===== config.mk =====
export PLATFORM = sky130hd
export DESIGN_NAME = bus_rr_arbiter
export DESIGN_NICKNAME = d
export VERILOG_FILES = /design/src/rtl/bus_rr_arbiter.sv
export SDC_FILE = /design/constraint.sdc
export NUM_CORES = 1
export LEC_CHECK = 0
export ABC_AREA = 1
export CELL_PAD_IN_SITES_DETAIL_PLACEMENT = 0
export CELL_PAD_IN_SITES_GLOBAL_PLACEMENT = 1
export CORE_UTILIZATION = 17
export DETAILED_ROUTE_END_ITERATION = 8
export HOLD_SLACK_MARGIN = 0.06
export PLACE_DENSITY = 0.89
export SLEW_MARGIN = 20
export SYNTH_ARGS = -nofsm -noshare
export SYNTH_HDL_FRONTEND = slang
export SYNTH_SLANG_ARGS = --single-unit

===== constraint.sdc =====
create_clock -name clk -period 1.5 [get_ports clk]
set_clock_uncertainty 0.2 [all_clocks]
set_input_delay 0.3 -clock clk [delete_from_list [all_inputs] [get_ports clk]]
set_output_delay 0.3 -clock clk [all_outputs]
set_load 0.02 [all_outputs]

===== src/rtl/bus_rr_arbiter.sv =====
// Shared-bus interconnect: NUM_M masters arbitrated round-robin onto one bus,
// NUM_S slaves selected by top-3-bit address decode, registered read return.
module bus_rr_arbiter #(
  parameter int NUM_M    = 2,
  parameter int NUM_S    = 3,
  parameter int AW       = 8,
  parameter int DW       = 32,
  parameter int MAX_HOLD = 0
) (
  input  logic                clk,
  input  logic                reset,
  input  logic [NUM_M-1:0]    M_req,
  input  logic [NUM_M-1:0]    M_wr,
  input  logic [NUM_M*AW-1:0] M_address,
  input  logic [NUM_M*DW-1:0] M_dout,
  output logic [NUM_M-1:0]    M_grant,
  output logic [DW-1:0]       M_din,
  output logic                bus_err,
  input  logic [NUM_S*DW-1:0] S_dout,
  output logic [NUM_S-1:0]    S_sel,
  output logic [AW-1:0]       S_address,
  output logic                S_wr,
  output logic [DW-1:0]       S_din
);
  localparam int MW   = (NUM_M > 1) ? $clog2(NUM_M) : 1;
  localparam int HW   = (MAX_HOLD > 0) ? $clog2(MAX_HOLD + 1) : 1;
  localparam int HLIM = (MAX_HOLD > 0) ? MAX_HOLD - 1 : 0;
  localparam logic [HW-1:0] HOLD_LIM = HW'(HLIM);

  logic [NUM_M-1:0] grant_q, grant_d;
  logic [HW-1:0]    hold_q, hold_d;
  logic [DW-1:0]    din_q, din_d;
  logic             err_q, err_d;

  logic [MW-1:0] owner, nxt;
  logic          owner_req, others_req, at_limit, found;
  logic [2:0]    idx;
  logic          active, mapped;

  always_comb begin
    owner = '0;
    for (int i = 0; i < NUM_M; i++)
      if (grant_q[i]) owner = MW'(i);
  end

  assign owner_req  = M_req[owner];
  assign others_req = |(M_req & ~grant_q);
  assign at_limit   = (MAX_HOLD != 0) && (hold_q == HOLD_LIM);

  assign S_address = M_address[int'(owner)*AW +: AW];
  assign S_din     = M_dout[int'(owner)*DW +: DW];
  assign S_wr      = M_wr[owner] & owner_req;

  assign idx    = S_address[AW-1:AW-3];
  assign active = owner_req;
  assign mapped = int'(idx) < NUM_S;

  always_comb begin
    S_sel = '0;
    for (int j = 0; j < NUM_S; j++)
      S_sel[j] = active && (idx == 3'(j));
  end

  // Read data from the slave selected this cycle, presented next cycle.
  always_comb begin
    din_d = '0;
    for (int j = 0; j < NUM_S; j++)
      if (S_sel[j]) din_d = S_dout[j*DW +: DW];
    err_d = active & ~mapped;
  end

  // First requester after the owner, wrapping; owner itself is never a candidate.
  always_comb begin
    found = 1'b0;
    nxt   = owner;
    for (int k = 1; k < NUM_M; k++) begin
      if (!found && M_req[(int'(owner) + k) % NUM_M]) begin
        found = 1'b1;
        nxt   = MW'((int'(owner) + k) % NUM_M);
      end
    end
  end

  always_comb begin
    grant_d = grant_q;
    hold_d  = '0;
    if (owner_req && !(at_limit && others_req)) begin
      // Keep the bus; the counter parks at the limit when nobody else waits.
      hold_d = (MAX_HOLD == 0 || at_limit) ? hold_q : hold_q + 1'b1;
    end else if (others_req) begin
      grant_d      = '0;
      grant_d[nxt] = 1'b1;
    end
  end

  always_ff @(posedge clk) begin
    if (reset) begin
      grant_q <= NUM_M'(1);
      hold_q  <= '0;
      din_q   <= '0;
      err_q   <= 1'b0;
    end else begin
      grant_q <= grant_d;
      hold_q  <= hold_d;
      din_q   <= din_d;
      err_q   <= err_d;
    end
  end

  assign M_grant = grant_q;
  assign M_din   = din_q;
  assign bus_err = err_q;
endmodule


# After elaboration in Yosys (flattened, before gate mapping)
# Index checks and enable logic that the tools add are counted.
word_totals:
  regBits: 35
  in_bits: 182
  output_inout_bits: 79
op_classes:
  addsub: 1
  n_lt_le_gt_ge: 5
  n_eq_ne: 2
  n_shift: 2
  mux: 14
  bitwise_logic: 7
  reduce_logical: 7
ops:
  columns: ["cell", "count"]
  rows:
  - ["32-bit two-way mux", 3]
  - ["64-bit by 7-bit variable part select with 32-bit output", 1]
  - ["16-bit by 5-bit variable part select with 8-bit output", 1]
  - ["1-bit two-way mux", 10]
  - ["1-bit logical AND", 4]
  - ["1-bit by 2-bit less-than comparator with 1-bit output (second input constant)", 2]
  - ["3-bit by 1-bit == test with 1-bit output (second input constant)", 1]
  - ["3-bit by 2-bit == test with 1-bit output (second input constant)", 1]
  - ["3-bit zero test", 1]
  - ["2-bit by 3-bit less-than comparator with 1-bit output (second input constant)", 1]
  - ["3-bit by 2-bit less-than comparator with 1-bit output (second input constant)", 1]
  - ["1-bit AND", 2]
  - ["2-bit AND", 1]
  - ["1-bit NOT", 2]
  - ["2-bit NOT", 1]
  - ["2-bit AND reduction", 1]
  - ["2-bit OR reduction", 1]
  - ["1-bit adder (second input constant)", 1]
  - ["1-bit AND (first input constant)", 1]
  - ["1-bit demux with 1-bit select", 1]
  - ["1-bit >= comparator (second input constant)", 1]

# Depth between registers and ports, before layout
# Gate-level depths: netlist of the first run.
depth:
  ltp_word: 11
  depth_mapped: 10
  ltp_nobuf: 8

# Worst setup path after synthesis of the first run
# OpenSTA, ideal clock, no wires.
synth_timing:
  path_type: "register to output"
  start: "reg grant_q[1] (netlist: M_grant[1])"
  end: "out S_sel[1]"
  t_arrival_ns: 1.571
  slack_ns: -0.571
  stages_incl_launch_ff: 7
  path_buffers: 2
  path_cell_list: "dfxtp_1 > buf_6 > inv_4 > nand2_1 > nand2_2 > buf_2 > nor4_1"
synth_via:
  elab_chain_cells: 4
  word_cells_on_any_way: 6
synth_rtl:
  columns: ["item", "line", "rtl"]
  rows:
  - ["start, declared", "30", "logic [NUM_M-1:0] grant_q, grant_d;"]
  - ["start signal, assigned", "103", "grant_q <= grant_d;"]
  - ["1-bit two-way mux (*)", "43", "if (grant_q[i]) owner = MW'(i);"]
  - ["16-bit by 5-bit variable part select with 8-bit output / 1-bit two-way mux (equally long branches)", "50, 46", null]
  - ["3-bit by 1-bit == test with 1-bit output / 1-bit two-way mux (equally long branches)", "61, 46", null]
  - ["1-bit logical AND (*)", "61", "S_sel[j] = active && (idx == 3'(j));"]
  - ["end, declared", "20", "output logic [NUM_S-1:0] S_sel,"]
# Every way passes the cells marked *; elsewhere a longest branch is shown, timed or not. The select of a mux whose other input is x is not followed.

# Final worst setup path of the first run
layout_timing:
  start: "in M_address[13]"
  end: "out S_sel[0]"
layout_via:
  elab_chain_cells: 3
layout_rtl:
  columns: ["item", "line", "rtl"]
  rows:
  - ["start, declared", "14", "input logic [NUM_M*AW-1:0] M_address,"]
  - ["16-bit by 5-bit variable part select with 8-bit output", "50", "assign S_address = M_address[int'(owner)*AW +: AW];"]
  - ["3-bit zero test", "61", null]
  - ["1-bit logical AND", "61", null]
# Every way passes these cells.

==> results of run 1 <==
==> area by class of cell <==
cell class              count  area [um^2]  area share (%)
flip-flops and latches     35          704            11.3
multi-input cells         369         1820            29.2
inverters                  72          278            4.47
well taps                 220          275            4.43
repair buffers            299         2990            48.0
clock buffers               8          156            2.51
==> layout by cell type (no fill, tap or decap), drive strengths merged <==
master / instances
a21oi: 3
nand3: 97
buf: 55
o21ai: 3
dlygate4sd2: 32
clkdlybuf4s50: 181
clkbuf: 8
nor4: 1
inv: 72
nand3b: 32
nor2: 39
dfxtp: 35
clkdlybuf4s15: 30
nor3: 1
dlymetal6s2s: 1
nand2: 193
==> worst reg2reg max path, stage by stage, from the launching register on <==
cell and delay [ps]:
dfxtp_4 430, buf_8 210, o21ai_1 130, buf_4 170, nor2_4 170, buf_4 220, nand3_1 90, nand2_1 60
nor2_1 40
==> layer usage <==
metal | vias to the layer above | part of all wire, %
met5 | - | 0
met4 | 0 | 2.2
met3 | 17 | 7.6
met2 | 170 | 51
met1 | 1738 | 40
li1 | 2113 | -
==> power by group <==
group | internal, mW | total, mW | switching [mW]
Clock | 0.709 | 1.13 | 0.423
Combinational | 0.950 | 1.82 | 0.875
Sequential | 0.981 | 1.00 | 0.0186
==> sequential cells by signal, indices dropped and copies added (netlist names) <==
signal and count:
M_grant 2, bus_err 1, M_din 32
==> timing repair <==
action                     CTS  global route
pin swaps                    4             0
cloned                       1             0
buffers inserted             6             0
gates resized for setup    222             4
setup endpoints to repair  111            80
hold endpoints to repair     0             0
hold buffers                 0             0
==> kinds of logic after synthesis <==
group                  after synthesis  synth area share (%)
AOI/OAI and AO/OA                    6                  1.04
DFF                                 35                  24.4
and+or+nand+nor                    363                  57.4
buffers and inverters              110                  17.2
==> path summary, 6_finish.rpt <==
| kind | startpoint | to | slack [ps] |
|---|---|---|---|
| worst max-delay path | M_address[13] | S_sel[0] | -420 |
| worst min register to register | M_grant[0] | M_grant[0] | 450 |
| worst max register to register | M_grant[1] | M_din[14] | -330 |
| worst min-delay path | S_dout[44] | M_din[12] | 440 |
==> stage by stage <==
step	utilization, %	hold WS (ps)	setup slack [ps]
after floorplan	-	165	-295
after global placement	35.9	406	-898
after global routing	37.6	470	-495
final	37.6	442	-422
after detailed placement	35.9	445	-934
after CTS	37.6	439	-425
==> results.md, run 1 <==
* Hold crit path type: in -> reg
* Top delay family on crit path: buffers and inverters
* Layout fillers at 1760
* CP max FO at 3
* Final setup vio count at 77
* Primary FF master, synth: dfxtp_1
* Reg2reg path depth at 8
* Post-synthesis register bit count at 35
* Final slew viol count at 0
* HPWL after DPL at 9.75 mm
* Total Routing Usage GR at 14.8%
* Unrepaired setup endpoints after global routing: true
* Routed Antenna Nets at 0
* Post-Syn Area at 2870 um^2
* DRC at 0
* Buf/Inv on CP at 4
* Largest net degree at the start of global routing at 58
* Violated checks: setup timing
* WL per Instance at 12.8 um
* Drt first-iter violations at 172
* Met2 GRT Util at 27.9%
* Actual slew at the worst max-slew pin at 387 ps
* Routing usage on met3 at 3.34%
* IO buf count at 260
* Grt ovf at 0
* Max transition margin at 74.2%
* Placed insts at 989
* Layout cell share with drive strength beyond 1 at 15.6%
* Slowest cell on crit path: clkdlybuf4s50_1
* Routed vias at 4038
* CP arrival at 1420 ps
* Syn Area/Cell at 5.59 um^2
* Met1 Use GR at 16.3%
* Worst VDD drop at 0.305 mV
* Design area at 6220 um^2
* Final hold violation count at 0
* Final cell count without fillers at 1003
* Final Wtd Congestion at 0.773
* Status: finished with violations
* Cells after synthesis at 514
* CORE AREA at 16500 um^2
* Worst Hold Depth at 5
* Setup Crit Path Kind: in -> out
* Seq/Total Area, Yosys at 24.4%
* Cts bufs inserted at 5
* Clock root buffer: clkbuf_16
* Final nets at 964
* CTS Buffer Depth at 2
* P per Cell Area at 636 nW/um^2
* Crit path time final at 1920 ps
* GR peak layer: met2
* F_max at 520 MHz
* Die Ht at 132 um
* Setup ws final at -422 ps
* Initial antenna violation count at 0
* Initial core utilization at 17.4%
* Die footprint at 17400 um^2
* Io pins at 261
* Crit path capture type: primary output
* DRT Wirelength at 12.9 mm
* Netlist cell types at 22
* Worst path required time at 1000 ps
* Worst path depth at 8
* Via density at 4.03
* Maxcap violations at 0
* # H-tree levels at 2
* Post-Syn Nets at 696
* Leakage at 3.03 nW
* Tot Pwr at 3.96 mW
* Cell row count at 47
* Ys Warns at 0
* Die width at 132 um
* Layout overhead on the synthesized area at 117%
* Post-synth ARST share at 0%
* Clock Sinks at 35
* CP max stage delay at 480 ps
* First-pass GRT wire length at 20.6 mm
* Dominant cell type by area after synthesis: dfxtp_1
* Post-place instance area at 5930 um^2
* Synth top cells by count: 186 x nand2_1, 97 x nand3_1, 70 x inv_1
* Post-Route Setup TNS at -24570 ps
* CP Cell Sequence: clkdlybuf4s50_1 -> inv_1 -> nand2_1 -> nand2_4 -> buf_6 -> nand2_4 -> nor2_4 -> buf_4
* Antenna cells at 0
* CP Launch Type: input port
* CTS tree: done
* First-pass iteration count of the detailed router at 4
* Clock slew at reported path FFs at 60 ps
* Top-count cell post-synth: nand2_1
* Clk Latency, worst-skew pair at 280 ps
* Synth top area cells: dfxtp_1 24%, nand2_1 24%, nand3_1 17%, inv_1 9.1%, nand3b_1 8.4%
* Number of synthesized flops with an enable pin at 0
* Period utilization at 128%
* Vias in the first global route at 3941
* Critical Path Most Common Cell: nand2_4
* Area share of the largest cell type after synthesis at 24.4%
(Power assumes the default switching activity.)
==> run 2, diff against run 1 <==
CTS_CLUSTER_DIAMETER = 30   (was unset)
==> results of run 2 <==
No change in the layout: final DEF, timing and power equal those of run 1.
